--- src/rtl/aes_package.sv ---
// Shared types and constants for the AES stream packer.
// Holds the packer FSM state encoding and the AES block width.
// No logic; imported by aes_stream_packer.
package aes_package;

    localparam int AES_BLOCK_W = 128;

    typedef enum logic [1:0] {
        FILL    = 2'd0,
        ISSUE   = 2'd1,
        WAIT_CT = 2'd2,
        DRAIN   = 2'd3
    } aes_packer_state_t;

endpackage

--- src/rtl/aes_byteswap.sv ---
// Purpose: reverse the byte order of a W-bit word (byte 0 <-> byte W/8-1).
// Latency: purely combinational, zero cycles.
// Backpressure: none; no handshake, output follows input.
// Ports: din (W) word in, dout (W) byte-reversed word out. W must be a multiple of 8.
module aes_byteswap #(
    parameter int W = 32
) (
    input  logic [W-1:0] din,
    output logic [W-1:0] dout
);

    localparam int NB = W / 8;

    for (genvar b = 0; b < NB; b++) begin : g_byte
        assign dout[8*b +: 8] = din[8*(NB-1-b) +: 8];
    end

endmodule

--- src/rtl/aes_stream_packer.sv ---
// Purpose: pack N_WORDS stream words into one 128-bit block for the cipher core,
//          then unpack the returned ciphertext block back into stream words.
// Latency: blk_valid rises the cycle after the last input word; out_valid rises
//          the cycle after the ciphertext transfer.
// Backpressure: blk_ready / out_ready low stall the FSM indefinitely with outputs
//          held stable; in_ready and ct_ready are driven from state only.
//
// Ports:
//   clk, reset_n (sync, active-low), clear (sync soft clear, same effect as reset)
//   in_data/in_valid/in_ready     source word stream
//   blk_data/blk_valid/blk_ready  plaintext block to the core
//   ct_data/ct_valid/ct_ready     ciphertext block from the core
//   out_data/out_valid/out_ready  ciphertext word stream to the sink
//   word_cnt                      index of the next word to accept or emit
//   busy                          low only when idle in FILL with no words held
//
// Build option: define AES_PACKER_BYTESWAP_EN to byte-reverse each word on the
// way in (before storage) and on the way out.
//
// WORD_W * N_WORDS must equal AES_BLOCK_W; word_cnt is 2 bits, so N_WORDS <= 4.
module aes_stream_packer
    import aes_package::*;
#(
    parameter int WORD_W  = 32,
    parameter int N_WORDS = 4
) (
    input  logic                   clk,
    input  logic                   reset_n,
    input  logic                   clear,

    input  logic [WORD_W-1:0]      in_data,
    input  logic                   in_valid,
    output logic                   in_ready,

    output logic [AES_BLOCK_W-1:0] blk_data,
    output logic                   blk_valid,
    input  logic                   blk_ready,

    input  logic [AES_BLOCK_W-1:0] ct_data,
    input  logic                   ct_valid,
    output logic                   ct_ready,

    output logic [WORD_W-1:0]      out_data,
    output logic                   out_valid,
    input  logic                   out_ready,

    output logic [1:0]             word_cnt,
    output logic                   busy
);

    localparam logic [1:0] LAST_IDX = 2'(N_WORDS - 1);

    aes_packer_state_t        state;
    aes_packer_state_t        state_nxt;
    logic [1:0]               cnt;
    logic [1:0]               cnt_nxt;
    logic [AES_BLOCK_W-1:0]   blk;

    logic [WORD_W-1:0]        in_word;   // input word as it is stored
    logic [WORD_W-1:0]        sel_word;  // stored word at the current index
    logic                     in_xfer;
    logic                     ct_xfer;
    logic                     blk_xfer;
    logic                     out_xfer;

    // ------------------------------------------------------------------
    // Optional byte reversal on both word boundaries
    // ------------------------------------------------------------------
`ifdef AES_PACKER_BYTESWAP_EN
    aes_byteswap #(.W(WORD_W)) u_swap_in (
        .din  (in_data),
        .dout (in_word)
    );

    aes_byteswap #(.W(WORD_W)) u_swap_out (
        .din  (sel_word),
        .dout (out_data)
    );
`else
    assign in_word  = in_data;
    assign out_data = sel_word;
`endif

    assign sel_word = blk[int'(cnt)*WORD_W +: WORD_W];

    // Handshakes qualified by the state-only ready/valid outputs.
    assign in_xfer  = in_valid  & in_ready;
    assign blk_xfer = blk_valid & blk_ready;
    assign ct_xfer  = ct_valid  & ct_ready;
    assign out_xfer = out_valid & out_ready;

    // ------------------------------------------------------------------
    // FSM: state register
    // ------------------------------------------------------------------
    always_ff @(posedge clk) begin
        if (!reset_n || clear) begin
            state <= FILL;
            cnt   <= 2'd0;
        end else begin
            state <= state_nxt;
            cnt   <= cnt_nxt;
        end
    end

    // ------------------------------------------------------------------
    // FSM: next state and outputs. Ready/valid depend on state only, so
    // there is no combinational path from in_valid to in_ready.
    // ------------------------------------------------------------------
    always_comb begin
        state_nxt = state;
        cnt_nxt   = cnt;
        in_ready  = 1'b0;
        blk_valid = 1'b0;
        ct_ready  = 1'b0;
        out_valid = 1'b0;

        case (state)
            FILL: begin
                in_ready = 1'b1;
                if (in_valid) begin
                    if (cnt == LAST_IDX) begin
                        cnt_nxt   = 2'd0;
                        state_nxt = ISSUE;
                    end else begin
                        cnt_nxt = cnt + 2'd1;
                    end
                end
            end
            ISSUE: begin
                blk_valid = 1'b1;
                if (blk_ready) begin
                    state_nxt = WAIT_CT;
                end
            end
            WAIT_CT: begin
                ct_ready = 1'b1;
                if (ct_valid) begin
                    state_nxt = DRAIN;
                end
            end
            DRAIN: begin
                out_valid = 1'b1;
                if (out_ready) begin
                    if (cnt == LAST_IDX) begin
                        cnt_nxt   = 2'd0;
                        state_nxt = FILL;
                    end else begin
                        cnt_nxt = cnt + 2'd1;
                    end
                end
            end
            default: begin
                state_nxt = FILL;
                cnt_nxt   = 2'd0;
            end
        endcase
    end

    // ------------------------------------------------------------------
    // Block register: filled word by word, then overwritten in one go by
    // the ciphertext so the drain reuses the same storage and index.
    // ------------------------------------------------------------------
    always_ff @(posedge clk) begin
        if (!reset_n || clear) begin
            blk <= '0;
        end else if (in_xfer) begin
            blk[int'(cnt)*WORD_W +: WORD_W] <= in_word;
        end else if (ct_xfer) begin
            blk <= ct_data;
        end
    end

    assign blk_data = blk;
    assign word_cnt = cnt;
    assign busy     = !((state == FILL) && (cnt == 2'd0));

    // Block and sink handshakes only steer the FSM; no datapath effect.
    logic unused_xfer;
    assign unused_xfer = blk_xfer ^ out_xfer;

endmodule
--- config.mk ---
export PLATFORM = sky130hd
export DESIGN_NAME = aes_stream_packer
export DESIGN_NICKNAME = d
export VERILOG_FILES = /design/src/rtl/aes_package.sv /design/src/rtl/aes_byteswap.sv /design/src/rtl/aes_stream_packer.sv
export SDC_FILE = /design/constraint.sdc
export NUM_CORES = 1
export LEC_CHECK = 0
export BUFFER_PORTS_ARGS = -buffer_cell sky130_fd_sc_hd__buf_4
export CORE_AREA = 5 5 126 128
export CTS_CLUSTER_DIAMETER = 100
export DETAILED_ROUTE_END_ITERATION = 10
export DIE_AREA = 0 0 131 133
export GPL_ROUTABILITY_DRIVEN = 0
export HOLD_SLACK_MARGIN = 0.12
export PLACE_DENSITY = 0.8
export SYNTH_ARGS = -nofsm -noshare
export SYNTH_HDL_FRONTEND = slang
export SYNTH_SLANG_ARGS = --single-unit
--- constraint.sdc ---
create_clock -name clk -period 6.25 [get_ports clk]
set_clock_uncertainty 0.05 [all_clocks]
set_input_delay 1.25 -clock clk [delete_from_list [all_inputs] [get_ports clk]]
set_output_delay 1.25 -clock clk [all_outputs]
set_load 0.02 [all_outputs]
**Word level (Yosys, flattened, before mapping)**

Index checks and enable logic that the tools add are counted.

- Add/sub/neg operators: 2
- Order comparisons: 0
- Equal/unequal tests: 10
- Reduce and logical (&&, ||, !) cells: 10
- Mux-type cells: 18
- Bitwise logic cells: 2
- Shifts and indexed selects: 3
- Multiply operators: 0
- Div/mod/pow operators: 0

Operators with widths:

| kind | count |
|---|---|
| $mux W128 | 2 |
| $bwmux W128 | 1 |
| $shift A32 B33 Y128 const A | 1 |
| $shiftx A128 B8 Y32 | 1 |
| $shiftx A32 B33 Y128 | 1 |
| $neg A7 Y33 | 1 |
| $mux W2 | 9 |
| $ne A2 B2 Y1 const B | 6 |
| $pmux W2 S4 | 1 |
| $eq A2 B2 Y1 const B | 3 |
| $reduce_and A6 Y1 | 1 |
| $logic_not A2 Y1 | 2 |
| $mux W1 | 4 |
| $pmux W2 S2 | 1 |
| $reduce_bool A2 Y1 | 2 |
| $reduce_and A3 Y1 | 1 |
| $add A2 B1 Y2 const B | 1 |
| $and A1 B1 Y1 | 2 |
| $eq A2 B1 Y1 const B | 1 |
| $logic_not A1 Y1 | 2 |
| $logic_and A1 B1 Y1 | 1 |
| $logic_or A1 B1 Y1 | 1 |

- Memory bits (writable): 0
- Memories: 0
- Bits in registers: 132
- Input bits: 167
- Bits in read-only memories: 0
- Latch bits: 0

**Logic depth before layout (Yosys ltp)**

Gate-level depths: netlist (run 1).

- Depth after elaboration: 5
- Depth in mapped cells: 10

**Worst setup path before layout (run 1)**

OpenSTA, ideal clock, no wires.

- Path kind: register -> output
- Start point: register cnt[1] (netlist: word_cnt[1])
- End point: output port busy
- Path slack: 3247 ps
- Arrival time: 1703 ps
- Stages on the path, launching flop included: 6
- Cells stage by stage: dfxtp_1 clkbuf_1 buf_1 inv_1 ha_1 nand2_1

- Word-level cells in the longest chain between the ends: 3

Ends and longest elaborated chain:

| item | line | source |
|---|---|---|
| start: declaration | aes_stream_packer.sv:55 | `logic [1:0] cnt;` |
| start signal: assignment | aes_stream_packer.sv:101 | `cnt <= cnt_nxt;` |
| $logic_not A2 Y1 | aes_stream_packer.sv:175 | `assign busy = !((state == FILL) && (cnt == 2'd0));` |
| $logic_and A1 B1 Y1 | aes_stream_packer.sv:175 |  |
| $logic_not A1 Y1 | aes_stream_packer.sv:175 |  |
| end: declaration | aes_stream_packer.sv:48 | `output logic busy` |

No other way between the ends.

**Final worst setup path (run 1)**

Same ends and word-level chain as after synthesis.

==> results of run 1 <==
==> critical path: cells and delay by family, from the launching register on <==
family / cells / cell delay [ns]
fa+ha+maj: 1 / 0.38
buf+inv: 2 / 0.36
flops: 1 / 1.04
simple gates: 1 / 0.13
==> where the power goes <==
| group | internal (mW) | switching, mW |
|---|---|---|
| Combinational | 0.130 | 0.138 |
| Clock | 0.645 | 0.366 |
| Sequential | 0.854 | 0.0124 |
| Total | 1.63 | 0.516 |
==> flip-flops by register name (all words and copies together), names as in the netlist <==
signal	count
blk_data	128
state	2
word_cnt	2
==> cell type report <==
class	instances	share of cell area [%]
multi-input combinational	387	34.47
sequential	132	26.70
timing repair buffer	346	26.22
clock buffer	22	4.685
inverter	112	4.243
tap	188	2.374
clock inverter	10	1.313
==> per-layer routing <==
layer  track usage [%]  share of wire, %  vias to the layer above  routed length, µm
met4             10.91               3.0                        0                812
met1             39.13                39                     3423              10590
li1                  -                 -                     3244                  -
met2             48.02                49                      393              13340
met5                 0                 0                        -                  0
met3             7.994               8.9                       54               2414
==> final timing paths <==
check	startpoint	to	slack (ns)
worst max-delay path	word_cnt[1]$_SDFFE_PP0P_	busy	2.62
worst min-delay path	blk_data[16]$_SDFFE_PP0P_	blk_data[16]$_SDFFE_PP0P_	0.42
worst max register to register	word_cnt[1]$_SDFFE_PP0P_	blk_data[21]$_SDFFE_PP0P_	2.66
worst min register to register	blk_data[16]$_SDFFE_PP0P_	blk_data[16]$_SDFFE_PP0P_	0.42
==> synth_stat cells (all sizes together), types with 2 or more instances <==
cell and n:
a211oi 79, nor2b 4, a22oi 21, clkbuf 40
nor4 3, dfxtp 132, mux2i 4, and2 2
inv 112, mux4 32, ha 10, buf 31
nor2 4, nand2 57, a21oi 21, o21ai 30
a21boi 4, a221oi 107, nand2b 2, nand3 4
==> cells by family (layout without fill, tap and decap cells) <==
logic type,Yosys count,count (layout),synth area share [%]
adder cells (fa/ha/maj),10,10,1.857
AO/OA/AOI/OAI,263,263,30.84
multiplexers,36,36,11.29
buffers and inverters,183,490,10.86
flip-flops,132,132,39.22
AND/OR/NAND/NOR,78,78,5.924
==> per-stage QoR <==
stage	setup WS (ns)	instance area, µm²
3_5_place_dp	2.738	9314
4_1_cts	2.604	9908
3_3_place_gp	2.825	9314
2_1_floorplan	3.247	6738
5_1_grt	2.513	9908
6_report	2.617	9908
==> reports/results.ini, run 1 <==
[run_status]
status = completed

[yosys]
ys_types = 30
synthTopCellsByArea = dfxtp_1 (39%), a221oi_1 (13%), mux4_2 (11%)
synth_area_leader_cell = dfxtp_1
ys_ff_latch = 132
synth_edf_count = 0
ys.flop_type = dfxtp_1
ys_seq_area_share_pct = 39.22
syn_avg_cell_area_um2 = 9.598
synth.cell_area_um2 = 6738
postSynth.asyncResetShare_pct = 0
yosysWarnings = 0
synth_nets = 879
synth.top_cell.area_share_pct = 39.22
syn_inst = 702

[clock_tree]
post_cts_buffers = 0
cts_resized = 0
clk_pin_slew_ns = 0.06
htreeDepth = 4
clkSinkCount = 132
cts_tree = yes
cts-root-buf = clkbuf_16
worstSkewPairLatency_ns = 0.41
ctsHoldBuffers = 0
cts_buffer_depth = 2
cts_made_buffers = 17

[floorplanning]
die_w_um = 131
core-area_um2 = 14750
rows = 45
io_pins = 334
start_util_pct = 45.67
die-area_um2 = 17420
fp.dieH_um = 133

[final_layout]
final_cell_mix = buf_4 (346), dfxtp_1 (130), inv_1 (112), a221oi_1 (98), a211oi_1 (71)
areaGrowthSynthToFinish_pct = 47.06
stdcell_count = 1197
nNetsFinal = 1173
final_common_cell = buf_4
ff_latch_area_um2 = 2645
utilization_pct = 67.17
drive_gt1_share_pct = 43.31
diodes = 0
fillers = 1193
multi_input_area_um2 = 3416

[sta]
fin_crit_ns = 3.633
setup_tns_ns = 0
period_share_pct = 58.13
hold_slack_ns = 0.4189
max_freq_mhz = 275.3
relSlewSlack_pct = 27.50
setup_viol = 0
worst_pin_slew_ns = 1.087
slew_violations = 0
final_hold_viol_count = 0
rsz0062_at_grt = no

[setup_path]
endpoint_kind = output port
crit_chain = inv_1 > ha_1 > nand2_1 > buf_4
ff2ff_path_depth = 7
critPathRequiredTime_ns = 4.95
critical_path_class = reg2out
slowest_stage = dfxtp_2
max_stage_delay_ns = 1.04
critPathMaxFanout = 37
start_kind = flop
arrival_ns = 2.33

[detailed_routing]
ant_nets = 0
routedWlPerCell_um = 22.69
via_per_inst = 5.943
routed_wl_um = 27150
vias = 7114
dr.pass1.iters = 6
drc = 0
first_iter_violations = 629

[power]
powerDensity_nw_per_um2 = 216.4
power_mw = 2.144
ir_drop_uv = 189.0
power_leakage_nw = 3.948

[global_routing]
grt_pass1_vias = 7099
grt_usage_pct = 30.17
antenna_found_initial = 0
grt_pass1_wl_um = 40810
gr-total-overflow = 0
grt_max_degree = 72

[job]
maxCapViolCount = 0

[min_path]
whs_path_depth = 2
hold_path_class = reg2reg

[place]
place_inst = 1165
io_buffer_count = 333
dp_hpwl_um = 18600

Note: power is estimated with default switching activity, not from simulation.
==> run 2: changes to the inputs <==
--- a/config.mk
+++ b/config.mk
@@ -6,13 +6,13 @@
 export NUM_CORES = 1
 export LEC_CHECK = 0
 export BUFFER_PORTS_ARGS = -buffer_cell sky130_fd_sc_hd__buf_4
-export CORE_AREA = 5 5 126 128
+export CORE_MARGIN = 5
+export CORE_UTILIZATION = 42
 export CTS_CLUSTER_DIAMETER = 100
 export DETAILED_ROUTE_END_ITERATION = 10
-export DIE_AREA = 0 0 131 133
 export GPL_ROUTABILITY_DRIVEN = 0
 export HOLD_SLACK_MARGIN = 0.12
-export PLACE_DENSITY = 0.8
+export PLACE_DENSITY = 0.76
 export SYNTH_ARGS = -nofsm -noshare
 export SYNTH_HDL_FRONTEND = slang
 export SYNTH_SLANG_ARGS = --single-unit
==> constraint.sdc (replaced) <==
create_clock -name clk -period 3.3 [get_ports clk]
set_clock_uncertainty 0.05 [all_clocks]
set_input_delay 0.66 -clock clk [delete_from_list [all_inputs] [get_ports clk]]
set_output_delay 0.66 -clock clk [all_outputs]
set_load 0.02 [all_outputs]
==> reports/results.ini, run 2 (same netlist as run 1, synthesis figures left out) <==
[run_status]
status = completed

[floorplanning]
die_w_um = 136.7  ; +4.3%
start_util_pct = 42.57  ; -3.1 points
rows = 46  ; +2.2%
io_pins = 334  ; unchanged
core-area_um2 = 15830  ; +7.3%
die-area_um2 = 18670  ; +7.2%
fp.dieH_um = 136.7  ; +2.7%

[final_layout]
utilization_pct = 63.34  ; -3.8 points
fin_area_um2 = 10030  ; +1.2%
final_common_cell = buf_4
drive_gt1_share_pct = 43.96  ; +0.65 points
areaGrowthSynthToFinish_pct = 48.80
nNetsFinal = 1184  ; +0.94%
final_cell_mix = buf_4 (356), dfxtp_1 (130), inv_1 (112), a221oi_1 (98), a211oi_1 (71)
diodes = 0  ; unchanged
largest_reg_flops = 128  ; unchanged

[sta]
fin_crit_ns = 2.994
relSlewSlack_pct = 35.37  ; +7.9 points
setup_viol = 0  ; unchanged
worst_pin_slew_ns = 0.9694  ; -0.1180 ns
rsz0062_at_grt = no
setup_slack_ns = 0.3056  ; -2.311 ns
max_freq_mhz = 334.0
setup_tns_ns = 0  ; unchanged
period_share_pct = 90.74
final_hold_viol_count = 0  ; unchanged
slew_violations = 0  ; unchanged

[clock_tree]
cts_made_buffers = 17  ; unchanged
cts_tree = yes
worstSkewPairLatency_ns = 0.41  ; about the same
htreeDepth = 4  ; unchanged
cts_buffer_depth = 2  ; unchanged
clk_pin_slew_ns = 0.06  ; about the same
clkSinkCount = 132  ; unchanged
cts-root-buf = clkbuf_16
cts_resized = 0  ; unchanged
ctsHoldBuffers = 0  ; unchanged
post_cts_buffers = 0  ; unchanged

[place]
io_buffer_count = 333  ; unchanged
place_area_um2 = 9444  ; +1.4%
post-place-ws_ns = 0.6264  ; -2.111 ns
dp_hpwl_um = 19670  ; +5.8%

[global_routing]
grt_pass1_vias = 7312  ; +3.0%
grt_usage_pct = 28.89  ; -1.3 points
grt_pass1_wl_um = 41390  ; +1.4%
antenna_found_initial = 0  ; unchanged
grt_max_degree = 77  ; +6.9%
gr-total-overflow = 0  ; unchanged

[setup_path]
slowest_stage = buf_4
critical_path_class = reg2out
arrival_ns = 2.28  ; -0.05 ns
critical_path.startpoint = word_cnt[0]$_SDFFE_PP0P_
crit_chain = buf_4 > mux4_2 > buf_4
crit_family = buffers and inverters
start_kind = flop
critPathRequiredTime_ns = 2.59  ; -2.36 ns
path_common_cell = buf_4
max_stage_delay_ns = 0.62  ; -0.42 ns
critPathMaxFanout = 34  ; -8.1%
reg2reg_from = state[0]$_SDFFE_PP0P_
path_buf_inv = 2  ; unchanged
endpoint_kind = output port

[power]
power_leakage_nw = 4.002  ; +1.4%
combPwrFrac_pct = 12.6  ; about the same
ir_drop_uv = 337.2  ; +78%
internal_power_mw = 3.062  ; +88%
switchingPower_mw = 0.9870  ; +91%
powerDensity_nw_per_um2 = 403.9  ; +87%
clockPowerShare_pct = 46.9  ; -0.2 points
seqPwrFrac_pct = 40.5  ; about the same
p_sw_share_pct = 24.38  ; +0.31 points
power_mw = 4.049  ; +89%

[detailed_routing]
vias = 7116  ; +0.028%
drc = 0  ; unchanged
first_iter_violations = 478  ; -24%
routedWlPerCell_um = 22.22  ; -2.1%
ant_nets = 0  ; unchanged
routed_wl_um = 27440  ; +1.1%
via_per_inst = 5.762  ; -3.0%
dr.pass1.iters = 5  ; -1

[min_path]
min_from = blk_data[16]$_SDFFE_PP0P_
hold_path_class = reg2reg

[job]
maxCapViolCount = 0  ; unchanged

run 2: cell types whose count changed in the layout (fill, tap and decap cells not counted), sizes merged:
| cell | delta |
|---|---|
| clkinv | +1 |
| clkbuf | -2 |
| buf | +11 |
run 2: worst min-delay path, stage by stage, from the launching register on:
cell and delay, ns:
dfxtp_1 0.32, nand2_1 0.05, a21oi_1 0.05
run 2: power by group through the flow:
| stage | Combinational (mW) | Sequential (mW) | Clock, mW |
|---|---|---|---|
| after floorplan | 0.199 | 1.69 | 0 |
| after global placement | 0.503 | 1.67 | 0 |
| after detailed placement | 0.511 | 1.67 | 0 |
| after CTS | 0.511 | 1.64 | 1.91 |
| after global routing | 0.543 | 1.64 | 1.98 |
| final | 0.512 | 1.64 | 1.90 |
run 2: cell type report:
cell class                 instances  area, µm²
tap                              216      270.3
multi-input combinational        387       3416
clock buffer                      20      446.7
timing repair buffer             357       2693
fill                            1346       5802
inverter                         112      420.4
clock inverter                    11      135.1
sequential                       132       2645
run 2: worst paths after layout:
path	depth (start not counted)	to	slack (ns)
worst min register to register	2	blk_data[16]$_SDFFE_PP0P_	0.42
worst min-delay path	2	blk_data[16]$_SDFFE_PP0P_	0.42
worst max-delay path	3	out_data[6]	0.31
worst max register to register	7	blk_data[23]$_SDFFE_PP0P_	0.59
run 2: metrics by stage:
| stage | cells | hold WS, ns |
|---|---|---|
| after floorplan | 702 | 0.4209 |
| after global placement | 1204 | 0.4063 |
| after detailed placement | 1204 | 0.4140 |
| after CTS | 1235 | 0.4222 |
| after global routing | 1235 | 0.4349 |
| final | 1235 | 0.4201 |
run 2: per-layer routing:
metal	GRT usage (%)	share of wire, %	vias up
li1	-	-	3254
met1	36.96	40	3466
met2	48.00	50	355
met3	6.765	7.9	41
met4	9.742	2.2	0
met5	0	0	-
==> run 3: changes to the inputs <==
--- a/config.mk
+++ b/config.mk
@@ -6,6 +6,7 @@
 export NUM_CORES = 1
 export LEC_CHECK = 0
 export BUFFER_PORTS_ARGS = -buffer_cell sky130_fd_sc_hd__buf_4
+export CORE_ASPECT_RATIO = 1.4
 export CORE_MARGIN = 5
 export CORE_UTILIZATION = 42
 export CTS_CLUSTER_DIAMETER = 100
==> reports/results.ini, run 3 (same netlist as run 1, synthesis figures left out) <==
[run_status]
status = completed

[setup_path]
ff2ff_path_depth = 8  ; +1
critPathMaxFanout = 26  ; -24%
reg2reg_from = word_cnt[0]$_SDFFE_PP0P_
r2r-end = blk_data[21]$_SDFFE_PP0P_
endpoint_kind = output port
start_kind = flop
r2r_slack_ns = 0.79  ; +0.20 ns
critPathRequiredTime_ns = 2.59  ; about the same
arrival_ns = 2.04  ; -0.24 ns
critical_path_class = reg2out

[global_routing]
grt_pass1_vias = 7377  ; +0.89%
grt_max_degree = 61  ; -21%
grt_usage_pct = 29.20  ; +0.31 points
gr-total-overflow = 0  ; unchanged
grt_pass1_wl_um = 41840  ; +1.1%
antenna_found_initial = 1  ; +1

[final_layout]
diodes = 0  ; unchanged
fillers = 1365  ; +1.4%
fin_area_um2 = 10010  ; -0.16%
utilization_pct = 63.86  ; +0.51 points
final_cell_mix = buf_4 (353), dfxtp_1 (130), inv_1 (112), a221oi_1 (98), a211oi_1 (71)
ff_latch_area_um2 = 2645  ; unchanged
largest_reg_flops = 128  ; unchanged
drive_gt1_share_pct = 44.02  ; +0.055 points
multi_input_area_um2 = 3426  ; +0.29%
areaGrowthSynthToFinish_pct = 48.56
nNetsFinal = 1185  ; +0.084%
final_common_cell = buf_4

[clock_tree]
cts_tree = yes
cts_resized = 0  ; unchanged
clkSinkCount = 132  ; unchanged
htreeDepth = 4  ; unchanged
worstSkewPairLatency_ns = 0.41  ; about the same
cts-root-buf = clkbuf_16
cts_buffer_depth = 2  ; unchanged
post_cts_buffers = 0  ; unchanged
cts_made_buffers = 17  ; unchanged
ctsHoldBuffers = 0  ; unchanged
clk_pin_slew_ns = 0.06  ; about the same

[min_path]
hold_path_class = reg2reg
whs_path_depth = 2  ; unchanged
whs_endpoint = blk_data[105]$_SDFFE_PP0P_
min_from = blk_data[105]$_SDFFE_PP0P_

[job]
maxCapViolCount = 0  ; unchanged

[floorplanning]
die-area_um2 = 18710  ; +0.20%
core-area_um2 = 15680  ; -0.96%
die_w_um = 117.0  ; -14%
fp.dieH_um = 159.9  ; +17%
rows = 54  ; +17%
io_pins = 334  ; unchanged
start_util_pct = 42.98  ; +0.41 points

[sta]
final_hold_viol_count = 0  ; unchanged
max_freq_mhz = 364.0  ; +9.0%
slew_violations = 0  ; unchanged
setup_tns_ns = 0  ; unchanged
setup_viol = 0  ; unchanged
relSlewSlack_pct = 61.84  ; +26 points
worst_pin_slew_ns = 0.5723  ; -0.3971 ns
rsz0062_at_grt = no
hold_slack_ns = 0.4217  ; +0.001624 ns
period_share_pct = 83.26  ; -7.5 points
fin_crit_ns = 2.748  ; -0.2468 ns

[power]
combPwrFrac_pct = 13.5  ; +0.9 points
clockPowerShare_pct = 43.9  ; -3.0 points
seqPwrFrac_pct = 42.6  ; +2.1 points
switchingPower_mw = 0.9837  ; -0.34%
internal_power_mw = 2.866  ; -6.4%
power_mw = 3.850  ; -4.9%
powerDensity_nw_per_um2 = 384.6  ; -4.8%
ir_drop_uv = 283.8  ; -16%
power_leakage_nw = 3.993  ; -0.22%
p_sw_share_pct = 25.55  ; +1.2 points

[detailed_routing]
vias = 7293  ; +2.5%
drc = 0  ; unchanged
ant_nets = 0  ; unchanged
dr.pass1.iters = 5  ; unchanged
via_per_inst = 5.998  ; +4.1%
first_iter_violations = 608  ; +27%
routedWlPerCell_um = 23.12  ; +4.0%
routed_wl_um = 28110  ; +2.4%

[place]
dp_hpwl_um = 19690  ; about the same
place_area_um2 = 9487  ; +0.45%
io_buffer_count = 333  ; unchanged

-- run 3: changes by cell type in the layout (fill, tap and decap cells not counted), sizes merged --
| cell | previous run | this run |
|---|---|---|
| buf | 357 | 358 |
| bufinv | 3 | 0 |
| clkinv | 6 | 5 |
| clkbuf | 20 | 23 |
| clkinvlp | 2 | 3 |
-- run 3: worst max path at each step --
stage | from | endpoint | slack (ns) | depth (start not counted)
floorplan | word_cnt[1]$_SDFFE_PP0P_ | blk_data[29]$_SDFFE_PP0P_ | 0.66 | 8
CTS | word_cnt[1]$_SDFFE_PP0P_ | out_data[27] | 0.54 | 3
finish | word_cnt[1]$_SDFFE_PP0P_ | out_data[7] | 0.55 | 3
detailed placement | word_cnt[0]$_SDFFE_PP0P_ | blk_data[21]$_SDFFE_PP0P_ | 0.82 | 8
global route | word_cnt[1]$_SDFFE_PP0P_ | out_data[27] | 0.46 | 3
global placement | word_cnt[0]$_SDFFE_PP0P_ | blk_data[22]$_SDFFE_PP0P_ | 0.87 | 8
-- run 3: critical path, stage by stage, from the launching register on --
cell,delay [ns]
dfxtp_2,0.54
buf_4,0.49
mux4_2,0.41
buf_4,0.18
-- run 3: metrics by stage --
step                cells  setup slack [ns]
floorplan             702            0.6558
global placement     1185            0.8711
detailed placement   1185            0.8159
CTS                  1216            0.5374
global route         1216            0.4613
finish               1216            0.5524
-- run 3: routing by layer --
layer	up-vias	wire length [µm]	GRT usage (%)
li1	3253	-	-
met1	3548	10140	34.04
met5	-	20	0
met3	71	2645	8.027
met4	2	1006	11.79
met2	419	14300	49.77
-- run 3: layout make-up --
cell class / count / share of cell area (%)
flip-flops and latches: 132 / 26.43
multi-input cells: 387 / 34.23
clock buffers: 23 / 4.675
well taps: 196 / 2.450
repair buffers: 358 / 27.48
inverters: 112 / 4.200
clock inverters: 8 / 0.5500
-- run 3: power groups by stage --
stage / sequential, mW / clock [mW] / combinational (mW)
3_5_place_dp: 1.67 / 0 / 0.518
4_1_cts: 1.64 / 1.71 / 0.520
6_report: 1.64 / 1.69 / 0.521
2_1_floorplan: 1.69 / 0 / 0.199
5_1_grt: 1.64 / 1.78 / 0.553
3_3_place_gp: 1.67 / 0 / 0.512
